===== src/rtl/multicycle_addsub_pkg.sv =====
// Shared definitions for the chunk-serial adder/subtractor: FSM state encoding
// and a small helper for the chunk-index width.
package multicycle_addsub_pkg;

    typedef enum logic [1:0] {
        ST_IDLE = 2'd0,
        ST_RUN  = 2'd1,
        ST_DONE = 2'd2
    } state_t;

    // Index register width; a single chunk still needs a 1-bit register.
    function automatic int idx_width(input int n);
        return (n > 1) ? $clog2(n) : 1;
    endfunction

endpackage


===== src/rtl/multicycle_addsub_chunk_adder.sv =====
// Combinational CHUNK-bit full adder used once per RUN cycle by the top.
module chunk_adder #(
    parameter int W = 4
) (
    input  logic [W-1:0] a,
    input  logic [W-1:0] b,
    input  logic         cin,
    output logic [W-1:0] s,
    output logic         cout
);

    assign {cout, s} = {1'b0, a} + {1'b0, b} + {{W{1'b0}}, cin};

endmodule


===== src/rtl/multicycle_addsub.sv =====
// Add/subtract that processes CHUNK bits per clock through one shared chunk
// adder; result, carry-out and signed overflow are held after the done pulse.
module multicycle_addsub
    import multicycle_addsub_pkg::*;
#(
    parameter int WIDTH = 16,
    parameter int CHUNK = 4
) (
    input  logic             clk,
    input  logic             rst,
    input  logic             start,
    input  logic             sub,
    input  logic [WIDTH-1:0] a,
    input  logic [WIDTH-1:0] b,
    output logic             busy,
    output logic             done,
    output logic [WIDTH-1:0] sum,
    output logic             cout,
    output logic             ovf
);

    localparam int N  = WIDTH / CHUNK;
    localparam int IW = idx_width(N);

    generate
        if (WIDTH % CHUNK != 0) begin : g_bad_chunk
            $error("multicycle_addsub: WIDTH must be a multiple of CHUNK");
        end
    endgenerate

    state_t           state_q;
    logic [WIDTH-1:0] a_q, b_q, sum_q;
    logic             carry_q, cout_q, ovf_q, busy_q, done_q;
    logic [IW-1:0]    idx_q;

    int               base;
    logic [CHUNK-1:0] ca, cb, cs;
    logic             cco;

    always_comb begin
        base = int'(idx_q) * CHUNK;
        ca   = a_q[base +: CHUNK];
        cb   = b_q[base +: CHUNK];
    end

    chunk_adder #(.W(CHUNK)) u_chunk (
        .a    (ca),
        .b    (cb),
        .cin  (carry_q),
        .s    (cs),
        .cout (cco)
    );

    always_ff @(posedge clk or posedge rst) begin
        if (rst) begin
            state_q <= ST_IDLE;
            a_q     <= '0;
            b_q     <= '0;
            sum_q   <= '0;
            carry_q <= 1'b0;
            cout_q  <= 1'b0;
            ovf_q   <= 1'b0;
            busy_q  <= 1'b0;
            done_q  <= 1'b0;
            idx_q   <= '0;
        end else begin
            case (state_q)
                ST_IDLE, ST_DONE: begin
                    done_q <= 1'b0;
                    if (start) begin
                        // Subtraction is a + ~b + 1: invert b once, seed carry with 1.
                        a_q     <= a;
                        b_q     <= b ^ {WIDTH{sub}};
                        carry_q <= sub;
                        idx_q   <= '0;
                        busy_q  <= 1'b1;
                        state_q <= ST_RUN;
                    end else begin
                        state_q <= ST_IDLE;
                    end
                end
                ST_RUN: begin
                    sum_q[base +: CHUNK] <= cs;
                    carry_q              <= cco;
                    if (idx_q == IW'(N - 1)) begin
                        cout_q  <= cco;
                        ovf_q   <= (a_q[WIDTH-1] == b_q[WIDTH-1]) &&
                                   (cs[CHUNK-1] != a_q[WIDTH-1]);
                        idx_q   <= '0;
                        busy_q  <= 1'b0;
                        done_q  <= 1'b1;
                        state_q <= ST_DONE;
                    end else begin
                        idx_q <= idx_q + IW'(1);
                    end
                end
                default: state_q <= ST_IDLE;
            endcase
        end
    end

    assign busy = busy_q;
    assign done = done_q;
    assign sum  = sum_q;
    assign cout = cout_q;
    assign ovf  = ovf_q;

endmodule


===== config.mk =====
export PLATFORM = sky130hd
export DESIGN_NAME = multicycle_addsub
export DESIGN_NICKNAME = d
export VERILOG_FILES = /design/src/rtl/multicycle_addsub_pkg.sv /design/src/rtl/multicycle_addsub_chunk_adder.sv /design/src/rtl/multicycle_addsub.sv
export SDC_FILE = /design/constraint.sdc
export NUM_CORES = 1
export LEC_CHECK = 0
export ABC_AREA = 1
export ABC_CLOCK_PERIOD_IN_PS = 3320
export CORE_MARGIN = 2
export CORE_UTILIZATION = 60
export CTS_CLUSTER_DIAMETER = 120
export CTS_CLUSTER_SIZE = 28
export DETAILED_ROUTE_END_ITERATION = 16
export DONT_BUFFER_PORTS = 1
export PLACE_DENSITY_LB_ADDON = 0.2
export SLEW_MARGIN = 20
export SYNTH_ARGS = -nofsm -noshare
export SYNTH_HDL_FRONTEND = slang
export SYNTH_HIERARCHICAL = 1
export SYNTH_SLANG_ARGS = --single-unit

===== constraint.sdc =====
create_clock -name clk -period 3.32 [get_ports clk]
set_input_delay 0.664 -clock clk [delete_from_list [all_inputs] [get_ports clk]]
set_output_delay 0.664 -clock clk [all_outputs]
set_load 0.005 [all_outputs]

==> results.cfg <==
[logic_synthesis]
synthArstFlopShare_pct = 100
netlist-cell-type-count = 19
synth_fp_nets = 425
synth-edff-count = 0
synth-warning-count = 6
most_common_flop_cell_mapped_by_yosys = sky130_fd_sc_hd__dfrtp_1
synth_top_cells_by_count = sky130_fd_sc_hd__nand2_1 (177), sky130_fd_sc_hd__dfrtp_1 (57), sky130_fd_sc_hd__inv_1 (33)
synthMostInstantiatedCell = sky130_fd_sc_hd__nand2_1
synth_cells = 378
syn-cell-area_mm2 = 0.00297
postSynthAreaPerCell_um2 = 7.86
synth.area.top_cells = sky130_fd_sc_hd__dfrtp_1 (48%), sky130_fd_sc_hd__nand2_1 (22%), sky130_fd_sc_hd__xor2_1 (4.7%)
ys_seq_elements = 57
synth_area_leader_cell = sky130_fd_sc_hd__dfrtp_1
area_share_of_the_largest_cell_type_after_synthesis_pct = 48.0
yosysSeqAreaShare_pct = 48.0

[detailed_routing]
detail_route.wl_per_cell_um = 12.9
drtIter0Drc = 176
via_per_inst = 5.10
detail_route.wirelength_um = 5780
remaining_drc_errors = 0
route.vias.total = 2285
firstDrtPassIters = 4
drtAntennaViolNets = 0

[critical_path]
worst_ep_required_time_ps = 3590
cp_top_family = adder cells
timing.critical_path.mode_cell = sky130_fd_sc_hd__nand2_1
critical_path.cell_chain = inv_1, nor2_1, o21ai_0, nand2_1, fa_1, inv_1, fa_1, inv_1, nand2_1, nor2_1, nand2_1, nand2_1
crit_path_top_delay_cell = sky130_fd_sc_hd__dfrtp_1
worstSetupPathType = reg -> reg
timing.critical_path.to_type = flop
critPathLaunchType = flop
worst_ep_arrival_time_ps = 2820
crit_path_max_incr_delay_ps = 470
timing.critical_path.buf_inv = 3
timing.critical_path.fanout_max = 15

[clock_network]
worstSkewPairLatency_ps = 330
post_cts_hold_buffer_count = 0
cts_max_path_buffers = 2
numClockSinks = 57
cts.repair_timing.setup_buffer_count = 0
numCtsBuffers = 9
root_buffer = sky130_fd_sc_hd__clkbuf_8
cts_tree = built
cts-resized-gates = 0
htree_levels = 3
clk_transition_reported_paths_ps = 60

[finish]
layout-drive-gt1-share_pct = 6.30
fin_area_mm2 = 0.00315
antenna-diode-count = 0
final_util_pct = 66.2
area_growth_pct = 5.89
num-nets-final = 426
num-fill-cells = 443

[floorplan]
fp.dieW_um = 74.4
rows = 25
num_io_pins = 56
dieArea_mm2 = 0.00553
core_area_mm2 = 0.00475
floorplan.die.height_um = 74.4
initial_utilization_pct = 62.5

[outcome]
result_of_the_run = completed

[timing]
timing_worst_slew_pin_value_ps = 677
timing.final.crit_period_ps = 2560
slew_headroom_pct = 54.8
period_utilization_post_route_pct = 77.0
final_hold_violation_count = 0
fmaxAchievable_ghz = 0.391
slew_violations = 0
fin_worst_skew_ps = 5.74
rsz0062_at_grt = no
fin_tns_setup_ps = 0
setup_viol = 0

[global_route]
grt_start_max_net_pins = 43
grt_pass1_wl_um = 9830
grt_pass1_vias = 2225
gr-usage-all-layers_pct = 23.2
grt_antenna_before_repair = 0
overflow_left_after_global_routing = 0

[power]
power_leakage_nw = 1.73
ir_worst_vdd_uv = 583
power_density_mw_per_mm2 = 1100

[placement]
dpl-instance-area_mm2 = 0.00300
hpwlAfterDp_um = 4090
number_of_port_buffers = 0
routabilityCongestion = 0.915

[worst_hold_path]
worstHoldPathType = in -> async

[flow_run]
max_cap_violations = 0
==> cells by family after synthesis <==
| family | Yosys count | share of synthesized area [%] |
|---|---|---|
| buf+inv | 48 | 7.03 |
| compound gates | 31 | 7.07 |
| simple gates | 214 | 27.8 |
| fa+ha+maj | 11 | 5.13 |
| xor+xnor | 17 | 5.01 |
| flops | 57 | 48.0 |
==> layer usage <==
| metal | track usage, % | vias to the layer above | share of wire, % |
|---|---|---|---|
| li1 | - | 1162 | - |
| met1 | 30.0 | 1059 | 45 |
| met2 | 38.4 | 56 | 49 |
| met3 | 6.91 | 8 | 4.6 |
| met4 | 6.35 | 0 | 1.2 |
| met5 | 0 | - | 0 |
==> worst register-to-register path, delay by kind of cell, from the launching register on <==
kind                       cells  cell delay, ps
AOI/OAI and AO/OA              1              80
adders and majority gates      2             850
buffers and inverters          3             560
DFF                            1             470
and+or+nand+nor                6             520
==> worst paths after layout <==
| kind | cells after the start | end | start | slack, ps |
|---|---|---|---|---|
| hold / removal | 1 | sum[15] | rst | 190 |
| setup reg to reg | 12 | sum[13] | idx_q[1] | 760 |
| hold reg to reg | 2 | b_q[2] | b_q[2] | 480 |
| max in group asynchronous | 2 | a_q[2] | rst | 2310 |
| min in group clk | 2 | a_q[6] | a[6] | 440 |
| setup / recovery | 12 | sum[13] | idx_q[1] | 760 |
==> final cells by class <==
type / count / area, µm² / area share, %
clock inverter: 1 / 5.00 / 0.159
multi-input combinational: 273 / 1340 / 42.5
inverter: 36 / 135 / 4.29
timing repair buffer: 2 / 15.0 / 0.477
sequential: 57 / 1430 / 45.3
clock buffer: 12 / 145 / 4.61
tap: 67 / 83.8 / 2.66
==> sequential cells by signal (all words and copies together) (netlist names), 2 cells and up <==
| register | cells |
|---|---|
| a_q | 16 |
| b_q | 16 |
| sum | 16 |
| idx_q | 2 |
| state_q | 2 |
==> cells in the final DEF (no fill, tap or decap), drive strengths merged <==
master / netlist / routed
ha: 9 / 9
fa: 2 / 2
dfrtp: 57 / 57
inv: 36 / 36
clkinv: 0 / 1
o211ai: 13 / 13
nor2: 24 / 24
nand3: 12 / 12
buf: 12 / 2
o21ai: 16 / 16
xnor2: 1 / 1
a21oi: 2 / 2
clkbuf: 0 / 12
nand2: 178 / 178
xor2: 16 / 16
==> power by group <==
group          switching [mW]  internal, mW
sequential              0.206          1.01
combinational            1.13         0.598
clock                   0.245         0.278
total                    1.58          1.89
==> per-stage QoR <==
stage | worst slack (ps) | hold WS [ps] | cells | power (mW)
finish | 762 | 186 | 448 | 3.47
global route | 555 | 201 | 448 | 3.81
CTS | 763 | 190 | 448 | 3.48
detailed placement | 774 | 469 | 435 | 2.94
global placement | 871 | 465 | 435 | 2.89
floorplan | 1020 | 444 | 378 | 2.57
(Power assumes the default switching activity.)
